===== src/rtl/serial_alu_pkg.sv =====
// Shared op codes, FSM/slice encodings and decode helpers for serial_alu.
// Optional SLTU support is enabled by defining SERIAL_ALU_SLTU_EN.
package alu_pkg;

    localparam logic [3:0] OP_AND  = 4'b0000;
    localparam logic [3:0] OP_OR   = 4'b0001;
    localparam logic [3:0] OP_ADD  = 4'b0010;
    localparam logic [3:0] OP_SUB  = 4'b0110;
    localparam logic [3:0] OP_SLT  = 4'b0111;
    localparam logic [3:0] OP_NOR  = 4'b1100;
    localparam logic [3:0] OP_SLTU = 4'b1000;

`ifdef SERIAL_ALU_SLTU_EN
    localparam logic SLTU_EN = 1'b1;
`else
    localparam logic SLTU_EN = 1'b0;
`endif

    typedef enum logic [1:0] {
        ST_IDLE = 2'd0,
        ST_RUN  = 2'd1,
        ST_DONE = 2'd2
    } state_e;

    typedef enum logic [1:0] {
        SL_AND = 2'd0,
        SL_OR  = 2'd1,
        SL_ADD = 2'd2
    } slice_op_e;

    // Ops that run as A + ~B + 1: both subtract-style compares share the SUB datapath.
    function automatic logic needs_sub(input logic [3:0] op);
        return (op == OP_SUB) || (op == OP_SLT) || (SLTU_EN && (op == OP_SLTU));
    endfunction

    function automatic logic op_known(input logic [3:0] op);
        logic known;
        case (op)
            OP_AND, OP_OR, OP_ADD, OP_SUB, OP_SLT, OP_NOR: known = 1'b1;
            OP_SLTU: known = SLTU_EN;
            default: known = 1'b0;
        endcase
        return known;
    endfunction

endpackage


===== src/rtl/serial_alu_if.sv =====
// Operand/result handshake bundle for serial_alu.
interface serial_alu_if #(
    parameter int WIDTH = 32
) ();
    logic             in_valid;
    logic             in_ready;
    logic [3:0]       op;
    logic [WIDTH-1:0] a;
    logic [WIDTH-1:0] b;
    logic             out_valid;
    logic             out_ready;
    logic [WIDTH-1:0] result;
    logic             zero;
    logic             overflow;

    modport master (
        output in_valid, op, a, b, out_ready,
        input  in_ready, out_valid, result, zero, overflow
    );

    modport slave (
        input  in_valid, op, a, b, out_ready,
        output in_ready, out_valid, result, zero, overflow
    );
endinterface


===== src/rtl/serial_alu_digit_slice.sv =====
// Combinational DIGIT_W-wide ALU slice; the caller ripples carry between cycles.
module alu_digit_slice
    import alu_pkg::*;
#(
    parameter int DIGIT_W = 8
) (
    input  logic [DIGIT_W-1:0] ai_i,
    input  logic [DIGIT_W-1:0] bi_i,
    input  logic               a_invert_i,
    input  logic               b_invert_i,
    input  logic               carry_in_i,
    input  slice_op_e          operation_i,
    output logic [DIGIT_W-1:0] result_o,
    output logic               carry_out_o,
    output logic               msb_carry_in_o
);

    logic [DIGIT_W-1:0] a_s;
    logic [DIGIT_W-1:0] b_s;
    logic [DIGIT_W:0]   sum_s;

    // Operand conditioning, adder and result select.
    always_comb begin
        a_s   = a_invert_i ? ~ai_i : ai_i;
        b_s   = b_invert_i ? ~bi_i : bi_i;
        sum_s = {1'b0, a_s} + {1'b0, b_s} + {{DIGIT_W{1'b0}}, carry_in_i};
        carry_out_o = sum_s[DIGIT_W];
        // Carry entering the top bit recovered from its sum bit.
        msb_carry_in_o = sum_s[DIGIT_W-1] ^ a_s[DIGIT_W-1] ^ b_s[DIGIT_W-1];
        case (operation_i)
            SL_AND:  result_o = a_s & b_s;
            SL_OR:   result_o = a_s | b_s;
            SL_ADD:  result_o = sum_s[DIGIT_W-1:0];
            default: result_o = {DIGIT_W{1'b0}};
        endcase
    end

endmodule


===== src/rtl/serial_alu.sv =====
// Digit-serial ALU: one DIGIT_W slice per cycle, LSB digit first, valid/ready on both sides.
// Define SERIAL_ALU_SLTU_EN to add the unsigned set-less-than op (code 1000).
module serial_alu
    import alu_pkg::*;
#(
    parameter int WIDTH   = 32,
    parameter int DIGIT_W = 8
) (
    input  logic         clk,
    input  logic         rst,
    serial_alu_if.slave  bus
);

    localparam int NDIG  = WIDTH / DIGIT_W;
    localparam int CNT_W = (NDIG > 1) ? $clog2(NDIG) : 1;
    localparam logic [CNT_W-1:0] LAST_DIG = CNT_W'(NDIG - 1);
    localparam logic [WIDTH-1:0] DIG_MASK = WIDTH'({DIGIT_W{1'b1}});

    state_e             state_q,     state_d;
    logic [WIDTH-1:0]   a_q,         a_d;
    logic [WIDTH-1:0]   b_q,         b_d;
    logic [3:0]         op_q,        op_d;
    logic [CNT_W-1:0]   cnt_q,       cnt_d;
    logic               carry_q,     carry_d;
    logic [WIDTH-1:0]   result_q,    result_d;
    logic               zero_q,      zero_d;
    logic               overflow_q,  overflow_d;
    logic               out_valid_q, out_valid_d;
    logic               in_ready_q,  in_ready_d;

    logic               sub_s;
    logic               nor_s;
    logic               slt_s;
    logic               sltu_s;
    logic               arith_s;
    logic               write_s;
    slice_op_e          slice_op_s;
    logic [31:0]        shamt_s;
    logic [DIGIT_W-1:0] ai_s;
    logic [DIGIT_W-1:0] bi_s;
    logic [DIGIT_W-1:0] dig_res_s;
    logic [DIGIT_W-1:0] wr_digit_s;
    logic               cout_s;
    logic               msb_cin_s;
    logic               ovf_raw_s;
    logic               set_s;
    logic               last_s;

    // Decode of the latched op into slice controls.
    always_comb begin
        sub_s   = needs_sub(op_q);
        nor_s   = (op_q == OP_NOR);
        slt_s   = (op_q == OP_SLT);
        sltu_s  = SLTU_EN && (op_q == OP_SLTU);
        arith_s = (op_q == OP_ADD) || (op_q == OP_SUB);
        // Compares only feed carry/set; unknown ops leave zeros behind.
        write_s = op_known(op_q) && !slt_s && !sltu_s;
        case (op_q)
            OP_AND, OP_NOR: slice_op_s = SL_AND;
            OP_OR:          slice_op_s = SL_OR;
            default:        slice_op_s = SL_ADD;
        endcase
    end

    // Select the current digit of each latched operand.
    always_comb begin
        shamt_s    = 32'(cnt_q) * 32'(DIGIT_W);
        ai_s       = DIGIT_W'(a_q >> shamt_s);
        bi_s       = DIGIT_W'(b_q >> shamt_s);
        last_s     = (cnt_q == LAST_DIG);
        wr_digit_s = write_s ? dig_res_s : {DIGIT_W{1'b0}};
        ovf_raw_s  = msb_cin_s ^ cout_s;
        set_s      = dig_res_s[DIGIT_W-1] ^ ovf_raw_s;
    end

    alu_digit_slice #(
        .DIGIT_W (DIGIT_W)
    ) u_slice (
        .ai_i           (ai_s),
        .bi_i           (bi_s),
        .a_invert_i     (nor_s),
        .b_invert_i     (sub_s || nor_s),
        .carry_in_i     (carry_q),
        .operation_i    (slice_op_s),
        .result_o       (dig_res_s),
        .carry_out_o    (cout_s),
        .msb_carry_in_o (msb_cin_s)
    );

    // FSM next-state and datapath updates.
    always_comb begin
        state_d     = state_q;
        a_d         = a_q;
        b_d         = b_q;
        op_d        = op_q;
        cnt_d       = cnt_q;
        carry_d     = carry_q;
        result_d    = result_q;
        zero_d      = zero_q;
        overflow_d  = overflow_q;
        out_valid_d = out_valid_q;
        case (state_q)
            ST_IDLE: begin
                if (bus.in_valid && in_ready_q) begin
                    a_d        = bus.a;
                    b_d        = bus.b;
                    op_d       = bus.op;
                    cnt_d      = {CNT_W{1'b0}};
                    carry_d    = needs_sub(bus.op);
                    result_d   = {WIDTH{1'b0}};
                    zero_d     = 1'b0;
                    overflow_d = 1'b0;
                    state_d    = ST_RUN;
                end else begin
                    state_d = ST_IDLE;
                end
            end
            ST_RUN: begin
                result_d = (result_q & ~(DIG_MASK << shamt_s))
                         | (WIDTH'(wr_digit_s) << shamt_s);
                carry_d  = cout_s;
                cnt_d    = cnt_q + CNT_W'(1);
                if (last_s) begin
                    overflow_d = arith_s ? ovf_raw_s : 1'b0;
                    if (slt_s) begin
                        result_d = {{(WIDTH-1){1'b0}}, set_s};
                    end else if (sltu_s) begin
                        result_d = {{(WIDTH-1){1'b0}}, ~cout_s};
                    end else begin
                        result_d = result_d;
                    end
                    state_d = ST_DONE;
                end else begin
                    state_d = ST_RUN;
                end
            end
            ST_DONE: begin
                // First DONE cycle resolves zero from the settled result.
                if (!out_valid_q) begin
                    zero_d      = (result_q == {WIDTH{1'b0}});
                    out_valid_d = 1'b1;
                end else if (bus.out_ready) begin
                    out_valid_d = 1'b0;
                    state_d     = ST_IDLE;
                end else begin
                    state_d = ST_DONE;
                end
            end
            default: begin
                out_valid_d = 1'b0;
                state_d     = ST_IDLE;
            end
        endcase
        in_ready_d = (state_d == ST_IDLE);
    end

    // State and output registers with synchronous reset.
    always_ff @(posedge clk) begin
        if (rst) begin
            state_q     <= ST_IDLE;
            a_q         <= {WIDTH{1'b0}};
            b_q         <= {WIDTH{1'b0}};
            op_q        <= 4'b0000;
            cnt_q       <= {CNT_W{1'b0}};
            carry_q     <= 1'b0;
            result_q    <= {WIDTH{1'b0}};
            zero_q      <= 1'b0;
            overflow_q  <= 1'b0;
            out_valid_q <= 1'b0;
            in_ready_q  <= 1'b0;
        end else begin
            state_q     <= state_d;
            a_q         <= a_d;
            b_q         <= b_d;
            op_q        <= op_d;
            cnt_q       <= cnt_d;
            carry_q     <= carry_d;
            result_q    <= result_d;
            zero_q      <= zero_d;
            overflow_q  <= overflow_d;
            out_valid_q <= out_valid_d;
            in_ready_q  <= in_ready_d;
        end
    end

    assign bus.in_ready  = in_ready_q;
    assign bus.out_valid = out_valid_q;
    assign bus.result    = result_q;
    assign bus.zero      = zero_q;
    assign bus.overflow  = overflow_q;

endmodule


===== src/flat_wrapper.sv =====
// flat-port wrapper written by rule: the top's interface ports become plain ports
module serial_alu_flat import alu_pkg::*;
#(
    parameter int WIDTH   = 32,
    parameter int DIGIT_W = 8
)
  (clk, rst, bus_in_valid, bus_op, bus_a, bus_b, bus_out_ready, bus_in_ready, bus_out_valid, bus_result, bus_zero, bus_overflow);
  serial_alu_if #(.WIDTH(WIDTH)) bus_i ();
  input  logic clk;
  input  logic rst;
  input wire logic [$bits(bus_i.in_valid)-1:0] bus_in_valid;
  input wire logic [$bits(bus_i.op)-1:0] bus_op;
  input wire logic [$bits(bus_i.a)-1:0] bus_a;
  input wire logic [$bits(bus_i.b)-1:0] bus_b;
  input wire logic [$bits(bus_i.out_ready)-1:0] bus_out_ready;
  output wire logic [$bits(bus_i.in_ready)-1:0] bus_in_ready;
  output wire logic [$bits(bus_i.out_valid)-1:0] bus_out_valid;
  output wire logic [$bits(bus_i.result)-1:0] bus_result;
  output wire logic [$bits(bus_i.zero)-1:0] bus_zero;
  output wire logic [$bits(bus_i.overflow)-1:0] bus_overflow;
  assign bus_i.in_valid = bus_in_valid;
  assign bus_i.op = bus_op;
  assign bus_i.a = bus_a;
  assign bus_i.b = bus_b;
  assign bus_i.out_ready = bus_out_ready;
  assign bus_in_ready = bus_i.in_ready;
  assign bus_out_valid = bus_i.out_valid;
  assign bus_result = bus_i.result;
  assign bus_zero = bus_i.zero;
  assign bus_overflow = bus_i.overflow;
  serial_alu #(.WIDTH(WIDTH), .DIGIT_W(DIGIT_W)) u_core (.clk(clk), .rst(rst), .bus(bus_i));
endmodule

===== config.mk =====
export PLATFORM = sky130hd
export DESIGN_NAME = serial_alu_flat
export DESIGN_NICKNAME = d
export VERILOG_FILES = /design/src/rtl/serial_alu_pkg.sv /design/src/rtl/serial_alu_if.sv /design/src/rtl/serial_alu_digit_slice.sv /design/src/rtl/serial_alu.sv /design/src/flat_wrapper.sv
export SDC_FILE = /design/constraint.sdc
export NUM_CORES = 1
export LEC_CHECK = 0
export ABC_AREA = 1
export CAP_MARGIN = 10
export CORE_MARGIN = 4
export CORE_UTILIZATION = 52
export DETAILED_ROUTE_END_ITERATION = 7
export GPL_ROUTABILITY_DRIVEN = 1
export PLACE_DENSITY_LB_ADDON = 0.15
export SLEW_MARGIN = 20
export SYNTH_ARGS = -nofsm -noshare
export SYNTH_HDL_FRONTEND = slang
export SYNTH_HIERARCHICAL = 1
export SYNTH_SLANG_ARGS = --single-unit

===== constraint.sdc =====
create_clock -name clk -period 4.3 [get_ports clk]
set_clock_uncertainty 0.2 [all_clocks]
set_input_delay 0.86 -clock clk [delete_from_list [all_inputs] [get_ports clk]]
set_output_delay 0.86 -clock clk [all_outputs]
set_load 0.02 [all_outputs]

==> results of run 1 <==
## cell type report
cell class                 count  area (µm²)
fill                         970        3720
multi-input combinational    638        3180
sequential                   109        2180
timing repair buffer         116        1140
clock buffer                  11         243
inverter                      62         234
tap                          140         175
clock inverter                 5        58.8
## through the flow
stage               hold WS (ps)  setup slack [ps]  utilization (%)
floorplan                    249               809                -
global placement             260               592             63.2
detailed placement           266               475             63.2
CTS                          278               441             66.0
global route                 295              18.4             66.0
finish                       281               422             66.0
## sequential cells by signal, summed over array words and instances, names as in the netlist
register,count
u_core/a_q,32
u_core/b_q,32
u_core/bus.in_ready,1
u_core/bus.out_valid,1
u_core/bus.overflow,1
u_core/bus.result,32
u_core/bus.zero,1
u_core/carry_q,1
u_core/cnt_q,2
u_core/op_q,4
u_core/state_q,2
## cells in the mapped netlist (all sizes together)
library cell / number
nor2: 210
nand2: 160
dfxtp: 109
o21ai: 107
inv: 60
a21oi: 47
buf: 25
clkbuf: 23
ha: 20
nand4: 20
nand3: 19
o22ai: 18
xnor2: 16
xor2: 4
nand3b: 3
o221ai: 3
or2: 3
clkinv: 2
fa: 2
nor3: 2
o211ai: 2
nor4: 1
o21bai: 1
## cell usage in the layout (no fill, tap or decap), types with 2 or more instances in the layout
cell type | Yosys | final
nand3b_1 | 3 | 3
xor2_2 | 2 | 2
nand2_4 | 2 | 2
fa_1 | 2 | 2
a21oi_1 | 46 | 46
nand3_1 | 17 | 17
clkinv_1 | 2 | 2
clkinv_2 | 0 | 3
dfxtp_1 | 109 | 109
inv_1 | 54 | 53
o211ai_1 | 2 | 2
xnor2_1 | 15 | 15
nand4_1 | 19 | 19
o221ai_1 | 3 | 3
nor2_1 | 206 | 206
o22ai_1 | 18 | 18
o21ai_0 | 105 | 105
buf_4 | 3 | 9
ha_1 | 20 | 20
nor3_1 | 2 | 2
clkbuf_16 | 0 | 9
xor2_1 | 2 | 2
nand2_2 | 6 | 6
inv_2 | 6 | 6
nand2_1 | 152 | 152
nor2_2 | 2 | 2
clkdlybuf4s50_1 | 0 | 107
or2_1 | 2 | 2
## kinds of logic (layout without fill, tap and decap cells)
group | after synthesis | after routing
XOR/XNOR | 20 | 20
buffers and inverters | 110 | 194
adder cells (fa/ha/maj) | 22 | 22
AO/OA/AOI/OAI | 178 | 178
flip-flops | 109 | 109
AND/OR/NAND/NOR | 418 | 418
## power by group through the flow
stage	registers (mW)	clock network (mW)	logic [mW]
final	1.11	0.842	0.681
after floorplan	1.12	0	0.483
after CTS	1.11	0.857	0.679
after global placement	1.13	0	0.668
after global routing	1.11	0.895	0.765
after detailed placement	1.13	0	0.677
## path summary, 6_finish.rpt
path | from | endpoint | slack, ps | depth (start not counted)
worst min register to register | u_core/a_q[15] | u_core/a_q[15] | 280 | 2
worst max register to register | u_core/cnt_q[0] | u_core/bus.result[0] | 420 | 23
worst max-delay path | u_core/cnt_q[0] | u_core/bus.result[0] | 420 | 23
worst min-delay path | u_core/a_q[15] | u_core/a_q[15] | 280 | 2
## worst min-delay path: stages (launching register included)
cell,delay (ps)
dfxtp_1,320
nor2_1,40
nor2_1,80
## routing by layer
layer	global-route usage, %	part of all wire [%]
met5	0	0
met4	9.74	2.1
met3	3.93	5.5
met2	41.0	49
met1	29.7	44
==> results.py, run 1 <==
metrics = {
    "run_status": {
        "status": "complete, no violations",
    },
    "setup_path": {
        "path_max_fanout": 56,
        "slowest_stage": "buf_4",
        "cp-end-kind": "flip-flop",
        "cp_slowest_stage_delay_ps": 470,
        "cpMostUsedCell": "nand2_1",
        "crit_buf_inv": 4,
        "start_kind": "flip-flop",
        "arrival_ps": 3960,
        "critPathKind": "flip-flop to flip-flop",
        "crit_family": "adder cells",
        "crit_chain": "buf_4 -> o21ai_0 -> o22ai_1 -> xor2_1 -> inv_1 -> fa_1 -> fa_1 -> inv_1 -> nand3_1 -> nand2_1 -> nand2_1 -> nand2_1 -> nand2_1 -> nand2_1 -> nand2_1 -> nand2_1 -> xnor2_1 -> inv_1 -> nand2_1 -> nand3_1 -> nand2_1 -> nand2_1 -> a21oi_1",
        "critPathRequiredTime_ps": 4390,
    },
    "synth": {
        "yosys-top-cells-area": "dfxtp_1 (37%), nor2_1 (13%), nand2_1 (9.8%)",
        "synth_mux_area_share_pct": 0,
        "syn_area_um2": 5850,
        "netlist_instances": 857,
        "mappedNetlistNets": 951,
        "avgSynthCellArea_um2": 6.82,
        "synthXorXnorAreaFrac_pct": 3.38,
        "ys.warnings.count": 6,
        "synth_cell_types": 41,
        "synth_top_area_cell": "dfxtp_1",
        "synth-simple-area-share_pct": 29.9,
        "synth_seq_area_share_pct": 37.3,
        "synth_top_area_share_pct": 37.3,
        "synth_fa_ha_area_share_pct": 4.97,
        "synth-compound-area-share_pct": 16.2,
        "yosys_register_bits": 109,
        "synth_top_family_by_area": "simple AND/OR/NAND/NOR gates",
    },
    "drt": {
        "drt-initial-drc-count": 394,
        "vias_per_cell": 5.30,
        "ant_nets": 0,
        "drc": 0,
        "drt_pass1_iterations": 5,
        "wl_um": 15300,
        "route.vias.total": 5732,
        "wl_per_cell_um": 14.2,
    },
    "floorplan": {
        "core-area_um2": 10900,
        "die_w_um": 114,
        "start_util_pct": 53.5,
        "placementRows": 38,
        "die_area_um2": 13000,
        "io_pins": 108,
        "die_h_um": 114,
    },
    "clocking": {
        "clock_path_buffers": 2,
        "clock_latency_ps": 350,
        "clock-root-buffer": "clkbuf_16",
        "cts_buffers": 9,
        "ctsHoldBuffers": 0,
        "cts.sinks": 109,
        "cts_tree": "built",
        "h-tree-depth": 3,
        "cts_resized": 0,
        "post_cts_buffers": 0,
        "clk_pin_slew_ps": 70,
    },
    "grt": {
        "grt_pass1_vias": 5324,
        "grt_overflow": 0,
        "antenna_found_initial": 0,
        "globalRouteTotalUtil_pct": 23.9,
        "grt_max_degree": 77,
        "grt_first_pass_wirelength_um": 25200,
    },
    "power": {
        "power.total_mw": 2.63,
        "combPwrFrac_pct": 25.9,
        "p_leak_nw": 3.02,
        "ir_drop_v": 0.000234,
        "p_int_mw": 1.81,
        "switching_share_pct": 31.3,
        "p_seq_share_pct": 42.1,
        "p_per_area_nw_per_um2": 365,
        "power_frac_clock_pct": 32.0,
        "switching_power_mw": 0.824,
    },
    "timing": {
        "finalHoldViolations": 0,
        "period_share_pct": 90.2,
        "slew_headroom_pct": 43.8,
        "slew_viol_final": 0,
        "period_needed_ps": 3880,
        "finalSetupViolCount": 0,
        "worstMarginPinSlew_ps": 843,
        "max_freq_mhz": 258,
        "grt_setup_unrepaired": "false",
        "tns_ps": 0,
    },
    "placement": {
        "io_buffers": 107,
        "hpwl_um": 11400,
        "gp_congestion": 0.854,
        "place_inst": 1065,
        "place_area_um2": 6910,
    },
    "final_layout": {
        "final_nets": 1030,
        "antenna_cells": 0,
        "syn_to_final_growth_pct": 23.4,
        "layout-drive-gt1-share_pct": 5.53,
        "fin_cells": 1081,
        "final_area_um2": 7220,
    },
    "worst_hold_path": {
        "hold_path.class": "flip-flop to flip-flop",
    },
    "job": {
        "maxCapViolCount": 0,
    },
}
No activity file was read; power rests on OpenSTA's default activity.
==> run 2, diff against run 1 <==
--- a/config.mk
+++ b/config.mk
@@ -7,7 +7,7 @@
 export LEC_CHECK = 0
 export ABC_AREA = 1
 export CAP_MARGIN = 10
-export CORE_MARGIN = 4
+export CORE_MARGIN = 1
 export CORE_UTILIZATION = 52
 export DETAILED_ROUTE_END_ITERATION = 7
 export GPL_ROUTABILITY_DRIVEN = 1
==> run 2 against run 1 <==
Against the previous run:
- core utilization down 0.54 points
- setup slack better by 170 ps
- clock power down 24%
- global-route usage up 3.1 points
- die area down 10%
- largest cell class unchanged
==> results.py, run 2 (synthesis results as in run 1) <==
metrics = {
    "run_status": {
        "status": "complete, no violations",
    },
    "timing": {
        "slew_headroom_pct": 42.6,
        "slew_viol_final": 0,
        "period_share_pct": 86.3,
        "worstMarginPinSlew_ps": 861,
        "period_needed_ps": 3710,
        "finalSetupViolCount": 0,
        "grt_setup_unrepaired": "false",
        "max_freq_mhz": 269,
        "finalHoldViolations": 0,
        "tns_ps": 0,
    },
    "power": {
        "power.total_mw": 2.43,
        "p_leak_nw": 2.98,
        "ir_drop_v": 0.000174,
        "p_per_area_nw_per_um2": 342,
    },
    "grt": {
        "grt_overflow": 0,
        "antenna_found_initial": 0,
        "globalRouteTotalUtil_pct": 27.0,
        "grt_max_degree": 77,
        "grt_first_pass_wirelength_um": 24900,
        "grt_pass1_vias": 5359,
    },
    "drt": {
        "drt-initial-drc-count": 371,
        "drc": 0,
        "drt_pass1_iterations": 5,
        "route.vias.total": 5727,
        "ant_nets": 0,
        "wl_per_cell_um": 14.0,
        "vias_per_cell": 5.29,
        "wl_um": 15200,
    },
    "placement": {
        "io_buffers": 107,
        "place_inst": 1067,
        "gp_congestion": 0.889,
        "hpwl_um": 11400,
    },
    "final_layout": {
        "layout-drive-gt1-share_pct": 5.83,
        "final_util_pct": 65.4,
        "multi_input_area_um2": 3180,
        "syn_to_final_growth_pct": 21.9,
        "mostFrequentLayoutCell": "nor2_1",
        "antenna_cells": 0,
        "fin_cells": 1083,
        "nFillCells": 1001,
        "seq_area_um2": 2180,
        "final_nets": 1032,
        "final_cell_mix": "nor2_1 (206), nand2_1 (152), dfxtp_1 (109), clkdlybuf4s50_1 (107), o21ai_0 (105)",
    },
    "setup_path": {
        "critPathRequiredTime_ps": 4420,
        "arrival_ps": 3830,
        "cp-end-kind": "flip-flop",
        "critPathKind": "flip-flop to flip-flop",
        "start_kind": "flip-flop",
        "path_max_fanout": 14,
    },
    "floorplan": {
        "die_area_um2": 11700,
        "placementRows": 38,
        "die_w_um": 108,
        "die_h_um": 108,
        "start_util_pct": 53.7,
        "core-area_um2": 10900,
        "io_pins": 108,
    },
    "clocking": {
        "clock-root-buffer": "clkbuf_8",
        "cts.sinks": 109,
        "clock_latency_ps": 380,
        "clk_pin_slew_ps": 100,
        "cts_buffers": 9,
        "cts_tree": "built",
        "clock_path_buffers": 2,
        "h-tree-depth": 3,
        "ctsHoldBuffers": 0,
        "cts_resized": 0,
        "post_cts_buffers": 0,
    },
    "worst_hold_path": {
        "hold_path.class": "flip-flop to flip-flop",
    },
    "job": {
        "maxCapViolCount": 0,
    },
}
-- run 2: area by class of cell --
cell class / count / share of cell area (%)
flip-flops and latches: 109 / 30.6
clock inverters: 7 / 1.02
clock buffers: 9 / 1.74
multi-input cells: 638 / 44.7
inverters: 62 / 3.28
repair buffers: 118 / 16.2
well taps: 140 / 2.46
-- run 2: per-stage QoR --
stage | cell area (µm²) | hold slack (ps) | setup WS, ps
final | 7130 | 276 | 587
after floorplan | 5850 | 249 | 809
after CTS | 7120 | 279 | 621
after global routing | 7130 | 291 | 188
after global placement | 6930 | 259 | 680
after detailed placement | 6930 | 266 | 656
-- run 2: critical path: stages (launching register included) --
cell and delay, ps:
dfxtp_1 340, clkinv_1 300, buf_4 300, nor2_1 90, o22ai_1 100, xor2_1 190
inv_1 110, fa_1 430, fa_1 420, inv_1 80, nand3_1 60, nand2_1 100
nand2_1 70, nand2_1 60, nand2_1 60, nand2_1 60, nand2_1 40, nand2_1 90
xnor2_1 150, inv_1 80, nand2_1 60, nand3_1 60, nand2_1 60, nand2_1 50
a21oi_1 100
-- run 2: power by group --
| group | leakage [nW] | internal (mW) | switching, mW |
|---|---|---|---|
| combinational | 1.99 | 0.269 | 0.421 |
| sequential | 0.889 | 1.07 | 0.0368 |
| clock | 0.101 | 0.273 | 0.365 |
-- run 2: worst paths after layout --
path / start / endpoint / slack [ps] / cells past startpoint
worst max register to register: u_core/cnt_q[0] / u_core/bus.result[0] / 590 / 24
worst min-delay path: u_core/bus.result[17] / u_core/bus.result[17] / 280 / 2
worst min register to register: u_core/bus.result[17] / u_core/bus.result[17] / 280 / 2
worst max-delay path: u_core/cnt_q[0] / u_core/bus.result[0] / 590 / 24
-- run 2: metal layers --
| metal | global-route usage [%] | share of wire (%) | up-vias | wire, µm |
|---|---|---|---|---|
| li1 | - | - | 2917 | - |
| met1 | 34.5 | 45 | 2582 | 6830 |
| met2 | 45.5 | 47 | 201 | 7120 |
| met3 | 2.95 | 5.3 | 27 | 799 |
| met4 | 12.6 | 2.7 | 0 | 412 |
| met5 | 0 | 0 | - | 0 |
